$ cat src/rtl/program_loader.sv
// program_loader: byte-stream bootloader for the instruction RAM.
// Parses START, LEN_LO, LEN_HI, N x (DATA_LO, DATA_HI), CHK frames from the
// UART receiver and turns each halfword into a one-cycle write on the memory
// port. The core is held in reset through load_active_o while a frame is open.
module program_loader #(
  parameter logic [7:0]  START_BYTE     = 8'hA5,
  parameter int          MAX_HALFWORDS  = 512,
  parameter logic [31:0] BASE_ADDR      = 32'h0,
  parameter int          TIMEOUT_CYCLES = 1000000
) (
  input  logic        clk_i,
  input  logic        reset_i,
  input  logic        rx_valid_i,
  input  logic [7:0]  rx_byte_i,
  output logic        program_mem_write_en_o,
  output logic [15:0] instruction_o,
  output logic [31:0] instruction_addr_o,
  output logic        load_active_o,
  output logic        load_done_o,
  output logic        load_error_o
);

  localparam int TW = $clog2(TIMEOUT_CYCLES + 1);

  typedef enum logic [2:0] {
    IDLE,
    LEN_LO,
    LEN_HI,
    DATA_LO,
    DATA_HI,
    CHECK,
    DONE,
    ERROR
  } state_t;

  state_t        state;
  logic [7:0]    len_lo;
  logic [15:0]   len;
  logic [7:0]    data_lo;
  logic [7:0]    chk;
  logic [15:0]   index;
  logic [TW-1:0] timer;

  logic [15:0]   len_next;
  logic [15:0]   index_next;
  logic [31:0]   write_addr;
  logic          in_frame;
  logic          timed_out;

  // Next-value helpers shared by the frame FSM below.
  always_comb begin
    len_next   = {rx_byte_i, len_lo};
    index_next = index + 16'd1;
    write_addr = BASE_ADDR + {15'd0, index, 1'b0};
    in_frame   = (state == LEN_LO) || (state == LEN_HI) || (state == DATA_LO) ||
                 (state == DATA_HI) || (state == CHECK);
    // The timer holds the idle cycles already counted; this cycle would be one more.
    timed_out  = in_frame && !rx_valid_i && (timer == TW'(TIMEOUT_CYCLES - 1));
  end

  // Frame FSM: parses bytes, accumulates the checksum, issues registered writes.
  always_ff @(posedge clk_i) begin
    if (reset_i) begin
      state                  <= IDLE;
      len_lo                 <= '0;
      len                    <= '0;
      data_lo                <= '0;
      chk                    <= '0;
      index                  <= '0;
      timer                  <= '0;
      program_mem_write_en_o <= 1'b0;
      instruction_o          <= '0;
      instruction_addr_o     <= BASE_ADDR;
      load_active_o          <= 1'b0;
      load_done_o            <= 1'b0;
      load_error_o           <= 1'b0;
    end else begin
      program_mem_write_en_o <= 1'b0;

      if (in_frame) begin
        timer <= rx_valid_i ? '0 : timer + TW'(1);
      end

      if (timed_out) begin
        // Writes already issued stay in memory; only the frame is abandoned.
        state         <= ERROR;
        load_active_o <= 1'b0;
        load_error_o  <= 1'b1;
      end else if (rx_valid_i) begin
        case (state)
          IDLE, DONE, ERROR: begin
            if (rx_byte_i == START_BYTE) begin
              state         <= LEN_LO;
              load_active_o <= 1'b1;
              load_done_o   <= 1'b0;
              load_error_o  <= 1'b0;
              chk           <= '0;
              index         <= '0;
              timer         <= '0;
            end
          end
          LEN_LO: begin
            len_lo <= rx_byte_i;
            chk    <= chk ^ rx_byte_i;
            state  <= LEN_HI;
          end
          LEN_HI: begin
            len <= len_next;
            chk <= chk ^ rx_byte_i;
            if ({16'd0, len_next} > 32'(MAX_HALFWORDS)) begin
              state         <= ERROR;
              load_active_o <= 1'b0;
              load_error_o  <= 1'b1;
            end else if (len_next == 16'd0) begin
              state <= CHECK;
            end else begin
              state <= DATA_LO;
            end
          end
          DATA_LO: begin
            data_lo <= rx_byte_i;
            chk     <= chk ^ rx_byte_i;
            state   <= DATA_HI;
          end
          DATA_HI: begin
            chk                    <= chk ^ rx_byte_i;
            program_mem_write_en_o <= 1'b1;
            instruction_o          <= {rx_byte_i, data_lo};
            instruction_addr_o     <= write_addr;
            index                  <= index_next;
            state                  <= (index_next == len) ? CHECK : DATA_LO;
          end
          CHECK: begin
            load_active_o <= 1'b0;
            if (rx_byte_i == chk) begin
              state       <= DONE;
              load_done_o <= 1'b1;
            end else begin
              state        <= ERROR;
              load_error_o <= 1'b1;
            end
          end
          default: state <= IDLE;
        endcase
      end
    end
  end

endmodule

$ cat config.mk
export PLATFORM = sky130hd
export DESIGN_NAME = program_loader
export DESIGN_NICKNAME = d
export VERILOG_FILES = /design/src/rtl/program_loader.sv
export SDC_FILE = /design/constraint.sdc
export NUM_CORES = 1
export LEC_CHECK = 0
export ABC_CLOCK_PERIOD_IN_PS = 7600
export CAP_MARGIN = 20
export CORE_UTILIZATION = 53
export CTS_CLUSTER_DIAMETER = 30
export DETAILED_ROUTE_END_ITERATION = 7
export GPL_TIMING_DRIVEN = 0
export PLACE_DENSITY = 0.82
export SLEW_MARGIN = 40
export SYNTH_ARGS = -nofsm -noshare
export SYNTH_HDL_FRONTEND = slang
export SYNTH_SLANG_ARGS = --single-unit
$ cat constraint.sdc
create_clock -name clk_i -period 7.6 [get_ports clk_i]
set_clock_uncertainty 0.15 [all_clocks]
set_input_delay 1.52 -clock clk_i [delete_from_list [all_inputs] [get_ports clk_i]]
set_output_delay 1.52 -clock clk_i [all_outputs]
set_load 0.02 [all_outputs]
==> results of run 1 <==
cell type report:
cell class	instances	share of cell area
multi-input cells	557	0.445
repair buffers	42	0.0614
clock inverters	4	0.00658
plain buffers	68	0.0477
flip-flops and latches	115	0.336
clock buffers	27	0.0747
well taps	136	0.0248
inverters	7	0.00384
stage by stage:
| step | instances | area, um2 | hold slack, ns | setup WS (ns) | power [uW] |
|---|---|---|---|---|---|
| 2_1_floorplan | 747 | 5690 | 0.282 | 4.11 | 816 |
| 3_3_place_gp | 925 | 6280 | 0.293 | 3.20 | 879 |
| 3_5_place_dp | 925 | 6280 | 0.297 | 3.13 | 886 |
| 4_1_cts | 956 | 6840 | 0.305 | 3.62 | 1620 |
| 5_1_grt | 956 | 6850 | 0.327 | 3.47 | 1690 |
| 6_report | 956 | 6850 | 0.301 | 3.48 | 1630 |
worst paths after layout:
kind	slack, ns	to	cells after the start
max	3.48	index[15]$_SDFFE_PP0P_	9
min	0.30	instruction_addr_o[7]$_SDFFE_PP0P_	2
max reg2reg	4.77	instruction_o[14]$_SDFFE_PP0P_	8
min reg2reg	0.30	instruction_addr_o[7]$_SDFFE_PP0P_	2
logic make-up (layout without fill, tap and decap cells):
group | Yosys count | count (layout)
mux | 12 | 12
other cells | 1 | 16
simple gates | 327 | 327
fa+ha+maj | 3 | 3
xor+xnor | 32 | 32
flops | 115 | 115
buf+inv | 75 | 148
compound gates | 167 | 167
worst max-delay path: stages:
cell	delay [ns]
clkdlybuf4s50_1	0.65
or3_1	0.52
nor4_4	0.38
or2_2	0.18
buf_2	0.15
o21ai_1	0.26
buf_2	0.31
o21ai_0	0.28
a21oi_1	0.10
synthesized netlist by cell type (all sizes together), types with 4 or more instances:
master / instances
nor2: 58
and3: 12
inv: 7
buf: 28
nand3: 20
dfxtp: 115
mux2i: 10
nor4: 14
xnor2: 18
xor2: 14
a31oi: 7
nor2b: 9
nand4: 11
nand2b: 6
o21ai: 28
nor3: 17
clkbuf: 40
nand2: 145
a2bb2oi: 4
nand3b: 6
and2: 6
or3: 13
a21oi: 102
state kept, by name, indices dropped and copies added (netlist names):
name,count
state,3
load_error_o,1
len_lo,8
timer,20
instruction_addr_o,16
index,16
program_mem_write_en_o,1
data_lo,8
len,16
instruction_o,16
load_active_o,1
load_done_o,1
chk,8
power breakdown:
| part | internal (uW) | switching (uW) | leakage [uW] | total (uW) |
|---|---|---|---|---|
| Clock | 482 | 259 | 0.000278 | 741 |
| Sequential | 622 | 15.2 | 0.000927 | 637 |
| Combinational | 82.6 | 168 | 0.00121 | 251 |
| Total | 1190 | 442 | 0.00241 | 1630 |
per-layer routing:
metal / track usage / up-vias / wire length (um) / part of all wire
met5: 0 / - / 0 / 0
met4: 0.159 / 0 / 619 / 0.040
met3: 0.0561 / 64 / 1120 / 0.073
met2: 0.484 / 273 / 7610 / 0.49
met1: 0.335 / 2590 / 6120 / 0.40
li1: - / 2639 / - / -
==> flow_metrics.py, run 1 <==
metrics = {
    "run_status": {
        "status": "finished, final reports clean",
    },
    "synthesis": {
        "syn_area_per_cell_um2": 7.70,
        "netlist_area_um2": 5640,
        "ys_seq_area_frac": 0.409,
        "synth_top_cell_by_area": "dfxtp_1",
        "synth_top_family_by_area": "simple AND/OR/NAND/NOR gates",
        "synthXorXnorAreaFrac": 0.0497,
        "syn_inst": 732,
        "synthTopCellsByArea": "dfxtp_1, nand2_1, a21oi_1, nor2_1, xnor2_1",
        "yosys.area_share.simple": 0.285,
        "ys_types": 59,
        "synthMuxAreaShare": 0.0218,
        "synth_fa_ha_area_frac": 0.00622,
        "synth_ff_type": "dfxtp_1",
        "yosys_warnings": 0,
        "synth_top_area_frac": 0.409,
        "synth_seq_cells": 115,
        "synth_compound_area_frac": 0.166,
        "async_reset_ff_frac": 0,
        "synth_enable_flop_cells": 0,
    },
    "layout": {
        "multiInputGateArea_um2": 3050,
        "layout_commonest_cell": "nand2_1",
        "drive_above_1_share": 0.0829,
        "num_antenna_cells": 0,
        "syn_to_final_growth_pct": 21.5,
        "nNetsFinal": 821,
        "n_fill_cell": 889,
        "utilization": 0.663,
        "final_cell_mix": "nand2_1, dfxtp_1, a21oi_1, nor2_1",
        "ff_latch_area_um2": 2300,
    },
    "grt": {
        "grt_pass1_wl_um": 25000,
        "first_global_vias": 5257,
        "track_usage": 0.285,
        "overflow": 0,
        "antenna_found_initial": 0,
        "grt_max_degree": 17,
    },
    "sta": {
        "max_freq_mhz": 242,
        "max_slew_margin": 0.532,
        "period_share": 0.543,
        "setup_violations": 0,
        "slew_violations": 0,
        "rsz0062_at_grt": "false",
        "min_period_ns": 4.12,
        "finalSetupTns_ns": 0,
        "timing_hold_violations_final": 0,
        "tightest_slew_ns": 0.699,
    },
    "worst_setup_path": {
        "worstPathArrival_ns": 4.35,
        "required_ns": 7.83,
        "critPathKind": "in2reg",
        "end_kind": "flop",
        "cp_max_fo": 10,
        "cp-startpoint": "rx_byte_i[3]",
        "r2r_start": "state[1]$_SDFFE_PP0P_",
        "cp-start-kind": "input port",
    },
    "clock_network": {
        "htreeDepth": 4,
        "postCtsHoldBufs": 0,
        "numCtsBuffers": 17,
        "ctsResizeCount": 0,
        "clock_sinks": 115,
        "cts_max_path_buffers": 2,
        "clk_transition_reported_paths_ns": 0.05,
        "cts_setup_buffers": 0,
        "worstSkewPairLatency_ns": 0.52,
        "tritoncts": "yes",
        "cts-root-buf": "clkbuf_8",
    },
    "routing": {
        "dr.pass1.iters": 6,
        "dr.first_iter.drc_count": 359,
        "routed_wirelength_um": 15500,
        "vias": 5566,
        "drt-vias-per-instance": 5.82,
        "drc": 0,
        "wl_per_cell_um": 16.2,
        "drtAntennaViolNets": 0,
    },
    "power": {
        "power_density_nw_per_um2": 238,
        "p_leak_uw": 0.00241,
        "ir_worst_vdd_v": 0.000171,
    },
    "floorplan": {
        "die_h_um": 105,
        "core_um2": 10300,
        "ios": 63,
        "die_w_um": 105,
        "start_util": 0.546,
        "die-area_um2": 11000,
        "rows": 37,
    },
    "placed_design": {
        "finalWeightedCongestion": 0.893,
        "port_buffers": 42,
        "hpwlAfterDp_um": 10600,
    },
    "flow_run": {
        "maxCapViolations": 0,
    },
    "min_path": {
        "hp-class": "reg2reg",
        "min-delay-start": "instruction_addr_o[7]$_SDFFE_PP0P_",
    },
}
Note: power is estimated with default switching activity, not from simulation.
==> run 2, diff against run 1 <==
--- a/config.mk
+++ b/config.mk
@@ -5,7 +5,7 @@
 export SDC_FILE = /design/constraint.sdc
 export NUM_CORES = 1
 export LEC_CHECK = 0
-export ABC_CLOCK_PERIOD_IN_PS = 7600
+export ABC_CLOCK_PERIOD_IN_PS = 3950
 export CAP_MARGIN = 20
 export CORE_UTILIZATION = 53
 export CTS_CLUSTER_DIAMETER = 30
==> constraint.sdc (replaced) <==
create_clock -name clk_i -period 3.95 [get_ports clk_i]
set_clock_uncertainty 0.15 [all_clocks]
set_input_delay 0.79 -clock clk_i [delete_from_list [all_inputs] [get_ports clk_i]]
set_output_delay 0.79 -clock clk_i [all_outputs]
set_load 0.02 [all_outputs]
==> results of run 2 <==
The final DEF is identical to that of run 1. Status: finished, final reports clean.
Among the figures that moved: setup slack after placement 3.13 ns -> 0.208 ns; setup slack after layout 3.48 ns -> 0.555 ns; register-to-register setup slack 4.77 ns -> 1.12 ns; total power 1630 uW -> 3130 uW; worst IR drop on VDD 0.000171 V -> 0.000330 V
==> run 3, diff against run 2 <==
--- a/config.mk
+++ b/config.mk
@@ -11,7 +11,7 @@
 export CTS_CLUSTER_DIAMETER = 30
 export DETAILED_ROUTE_END_ITERATION = 7
 export GPL_TIMING_DRIVEN = 0
-export PLACE_DENSITY = 0.82
+export PLACE_DENSITY = 0.8
 export SLEW_MARGIN = 40
 export SYNTH_ARGS = -nofsm -noshare
 export SYNTH_HDL_FRONTEND = slang
==> run 3 against run 2 <==
Against the previous run: wire length down 2.3%; die area did not move; largest cell class unchanged; via count decreased by 0.72%; hold slack better by 0.0017 ns; clock power rose by 3%; first-iteration DRC count increased by 12%; critical path depth is the same; critical endpoint is now index[9]$_SDFFE_PP0P_.
==> flow_metrics.py, run 3 (synthesis results as in run 1) <==
metrics = {
    "clock_network": {
        "postCtsHoldBufs": 0,
        "numCtsBuffers": 17,
        "clk_transition_reported_paths_ns": 0.06,
        "htreeDepth": 4,
        "cts_max_path_buffers": 2,
        "worstSkewPairLatency_ns": 0.52,
        "cts_setup_buffers": 0,
        "tritoncts": "yes",
        "cts-root-buf": "clkbuf_8",
        "ctsResizeCount": 0,
        "clock_sinks": 115,
    },
    "grt": {
        "antenna_found_initial": 0,
        "grt_max_degree": 17,
        "track_usage": 0.279,
        "overflow": 0,
        "grt_pass1_wl_um": 24500,
        "first_global_vias": 5182,
    },
    "worst_setup_path": {
        "required_ns": 4.18,
        "crit_path_top_delay_cell": "clkdlybuf4s50_1",
        "critPathKind": "in2reg",
        "crit_chain": "clkdlybuf4s50_1 -> or3_1 -> nor4_4 -> or2_2 -> buf_2 -> o21ai_1 -> buf_2 -> o21ai_0 -> a21oi_1",
        "cp-start-kind": "input port",
        "worstPathArrival_ns": 3.56,
        "cp_max_fo": 10,
        "cpMostUsedCell": "buf_2",
        "crit_family": "buffers and inverters",
        "end_kind": "flop",
        "rr_worst_depth": 8,
        "crit_cells": 9,
        "max_stage_delay_ns": 0.66,
        "r2r_slack_ns": 1.10,
        "crit_buf_inv": 3,
    },
    "sta": {
        "setup_violations": 0,
        "max_freq_mhz": 300,
        "timing_hold_violations_final": 0,
        "min_period_ns": 3.33,
        "slew_violations": 0,
        "tightest_slew_ns": 0.678,
        "rsz0062_at_grt": "false",
        "period_share": 0.843,
        "max_slew_margin": 0.548,
        "finalSetupTns_ns": 0,
    },
    "run_status": {
        "status": "finished, final reports clean",
    },
    "layout": {
        "layout_commonest_cell": "nand2_1",
        "nNetsFinal": 821,
        "drive_above_1_share": 0.0877,
        "multiInputGateArea_um2": 3050,
        "largest_reg_flops": 20,
        "design_area_um2": 6870,
        "final_cell_mix": "nand2_1, dfxtp_1, a21oi_1, nor2_1, clkdlybuf4s50_1",
        "num_antenna_cells": 0,
        "top_register": "timer",
        "syn_to_final_growth_pct": 21.9,
        "n_fill_cell": 837,
        "ff_latch_area_um2": 2300,
    },
    "flow_run": {
        "maxCapViolations": 0,
    },
    "floorplan": {
        "die_h_um": 105,
        "die_w_um": 105,
        "core_um2": 10300,
        "die-area_um2": 11000,
        "start_util": 0.546,
        "ios": 63,
        "rows": 37,
    },
    "power": {
        "p_leak_uw": 0.00240,
        "power_density_nw_per_um2": 463,
        "ir_worst_vdd_v": 0.000284,
        "p_total_uw": 3180,
    },
    "placed_design": {
        "finalWeightedCongestion": 0.939,
        "placed_cell_area_um2": 6280,
        "port_buffers": 42,
        "hpwlAfterDp_um": 10400,
    },
    "routing": {
        "drt-vias-per-instance": 5.77,
        "drtAntennaViolNets": 0,
        "dr.pass1.iters": 5,
        "dr.first_iter.drc_count": 402,
        "drc": 0,
        "wl_per_cell_um": 15.8,
        "vias": 5526,
        "routed_wirelength_um": 15100,
    },
    "min_path": {
        "whs_path_depth": 2,
        "hp-class": "reg2reg",
    },
}
==> run 3: cell types whose count changed in the layout (fill, tap and decap cells not counted) <==
cell | before | now
clkinvlp_4 | 0 | 6
clkbuf_8 | 7 | 3
clkbuf_1 | 42 | 39
clkinv_4 | 0 | 2
bufinv_16 | 1 | 2
clkinv_2 | 3 | 2
==> run 3: worst min-delay path: stages, from the launching register on <==
cell     delay, ns
dfxtp_1       0.31
nand2_1       0.05
a21oi_1       0.05
==> run 3: power by group <==
group	switching (uW)	leakage, uW	total [uW]	internal, uW
clock network	551	0.000265	1480	928
logic	322	0.00121	481	159
registers	28.1	0.000927	1220	1200
total	901	0.00240	3180	2280
==> run 3: per-layer routing <==
layer / vias to the layer above / routed length (um) / track usage
li1: 2652 / - / -
met2: 266 / 7530 / 0.483
met5: - / 0 / 0
met4: 0 / 430 / 0.151
met1: 2561 / 6090 / 0.319
met3: 47 / 1070 / 0.0630
==> run 3: final timing paths <==
check / endpoint / startpoint
max reg2reg: instruction_o[10]$_SDFFE_PP0P_ / state[1]$_SDFFE_PP0P_
max: index[9]$_SDFFE_PP0P_ / rx_byte_i[3]
min reg2reg: instruction_addr_o[7]$_SDFFE_PP0P_ / instruction_addr_o[7]$_SDFFE_PP0P_
min: instruction_addr_o[7]$_SDFFE_PP0P_ / instruction_addr_o[7]$_SDFFE_PP0P_
==> run 3: area by class of cell <==
type | instances | area share
plain buffers | 68 | 0.0475
multi-input cells | 557 | 0.443
well taps | 136 | 0.0248
flip-flops and latches | 115 | 0.335
clock buffers | 20 | 0.0648
inverters | 7 | 0.00382
clock inverters | 12 | 0.0193
repair buffers | 42 | 0.0612
==> run 3: per-stage QoR <==
step,instances,util,setup WS (ns),hold slack [ns]
finish,957,0.665,0.621,0.303
detailed placement,925,0.609,0.185,0.295
CTS,957,0.665,0.735,0.304
global route,957,0.665,0.510,0.321
floorplan,747,-,1.19,0.282
global placement,925,0.609,0.235,0.292
==> edit (settings of run 2) <==
The parameter `MAX_HALFWORDS` goes from 512 to 384.
--- a/src/rtl/program_loader.sv
+++ b/src/rtl/program_loader.sv
@@ -4,7 +4,7 @@
 // port. The core is held in reset through load_active_o while a frame is open.
 module program_loader #(
   parameter logic [7:0]  START_BYTE     = 8'hA5,
-  parameter int          MAX_HALFWORDS  = 512,
+  parameter int          MAX_HALFWORDS  = 384,
   parameter logic [31:0] BASE_ADDR      = 32'h0,
   parameter int          TIMEOUT_CYCLES = 1000000
 ) (
Formal check against the unedited RTL: not equivalent (a bounded check fails within 4 cycles, from zero or initial values and one cycle with reset_i high).
==> edit against run 2 <==
Routed wire length increased by 2.3%. Critical path depth decreased by 2. Global-route usage grew 0.55 points. Area after synthesis up 0.89%. First-iteration DRC count increased by 60%. Sequential share of layout area shrank 0.18 points. Cell area up 0.53%. Sequential cell count did not move. Worst setup slack better by 310 ps. Non-clock buffer count increased by 6. Largest cell class unchanged.
Power is not compared: it rests on default switching activity, and its combinational part moved more than twofold at a synthesized area within 25%.
==> edit: results (changes against run 2) <==
* Status: completed
* Clock Path Buffers at 2 (unchanged)
* Post-DR vias/cell at 5.81 (-0.13%)
* FILL cells at 892 (+0.34%)
* Detail Placement HPWL at 10.8 mm (+1.4%)
* Mapped Cells at 758 (+3.6%)
* Post-CTS Setup Bufs at 0 (unchanged)
* WL final at 15.8 mm (+2.3%)
* Arrival time worst endpoint at 3320 ps (-300 ps)
* Yosys cell types at 61 (+3.4%)
* Crit path launch: rx_byte_i[6]
* Non-clock buffer count at 116 (+5.5%)
* Slowest CP cell: or4_4
* #MultiIn Comb at 575 (+3.2%)
* Vias in the first global route at 5174 (-1.6%)
* Routing usage on met3 at 5.01% (-0.61 points)
* Gpl congestion at 0.942 (+5.4%)
* Compound-Gate Fraction of Synth Area at 18.4% (+1.9 points)
* DP Cell Count at 949 (+2.6%)
* Sequential-to-total area share from yosys stat at 40.5% (-0.36 points)
* Reg2reg start: index[1]
* HP Start: instruction_addr_o[2]
* DP Worst Slack at 320 ps (+112 ps)
* WL/cell at 16.1 um (-0.38%)
* Tot GR Track Use at 29.0% (+0.55 points)
* XOR/XNOR Fraction of Synth Area at 4.31% (-0.66 points)
* Fraction of area in multi-input gates at 44.1% (-0.34 points)
* DR pass1 iterations at 6 (unchanged)
* Non-clock buffering overhead at 11.3% (+0.36 points)
* Post-synth top cells: nand2_1 (159), dfxtp_1 (115), a21oi_1 (104)
* Synth-to-Final Area Change at 21.1%
* Cts bufs inserted at 17 (unchanged)
* I/O Buffers at 40 (-4.8%)
* Nets at 846 (+3.0%)
* Mux cell area share after synthesis at 1.25% (-0.92 points)
* FF-to-FF path depth at 7 (-1)
* Met1 Track Usage GR at 37.7% (+4.2 points)
* Met2 usage at 47.5% (-0.93 points)
* Transition time of the tightest slew-check pin at 714 ps (+14.6 ps)
* Final-layout clock buffer total at 21 (-22%)
* Synth area leaders: dfxtp_1 (40%), nand2_1 (10%), a21oi_1 (9.2%)
* Iter 0 DRT Violations at 575 (+60%)
* Global-route wire length before repair at 25.4 mm (+1.8%)
* Logic inverters at 8 (+1)
* Adder-cell share of the synthesized area at 0.440% (-0.18 points)
* Post-synth ARST share at 0% (unchanged)
* Dpl cell area at 0.00631 mm2 (+0.48%)
-- edit: cell types whose count changed in the layout (fill, tap and decap cells not counted), moves of 5 or more --
cell,before,now
clkbuf_8,7,2
nand2_1,145,159
or4_1,0,7
nand2b_1,6,11
nor2_1,57,63
clkinvlp_4,0,5
and3_1,11,5
-- edit: where the power goes --
part           switching, mW  internal [mW]
Sequential           0.00586           1.17
Clock                  0.562          0.917
Combinational          0.116         0.0500
Total                  0.683           2.13
-- edit: worst max-delay path: cells and delay by family --
kind,cells,cell delay [ps]
AND/OR/NAND/NOR,3,850
buffers and inverters,2,1030
AO/OA/AOI/OAI,2,650
-- edit: final timing paths --
path                           endpoint  slack, ps
setup reg to reg               state[2]        950
setup / recovery               timer[5]        870
hold / removal    instruction_addr_o[2]        300
hold reg to reg   instruction_addr_o[2]        300
-- edit: metal layers --
layer | wire length, um | part of all wire (%)
met1 | 6800 | 43
met2 | 7450 | 47
met3 | 1180 | 7.5
met4 | 392 | 2.5
met5 | 0 | 0
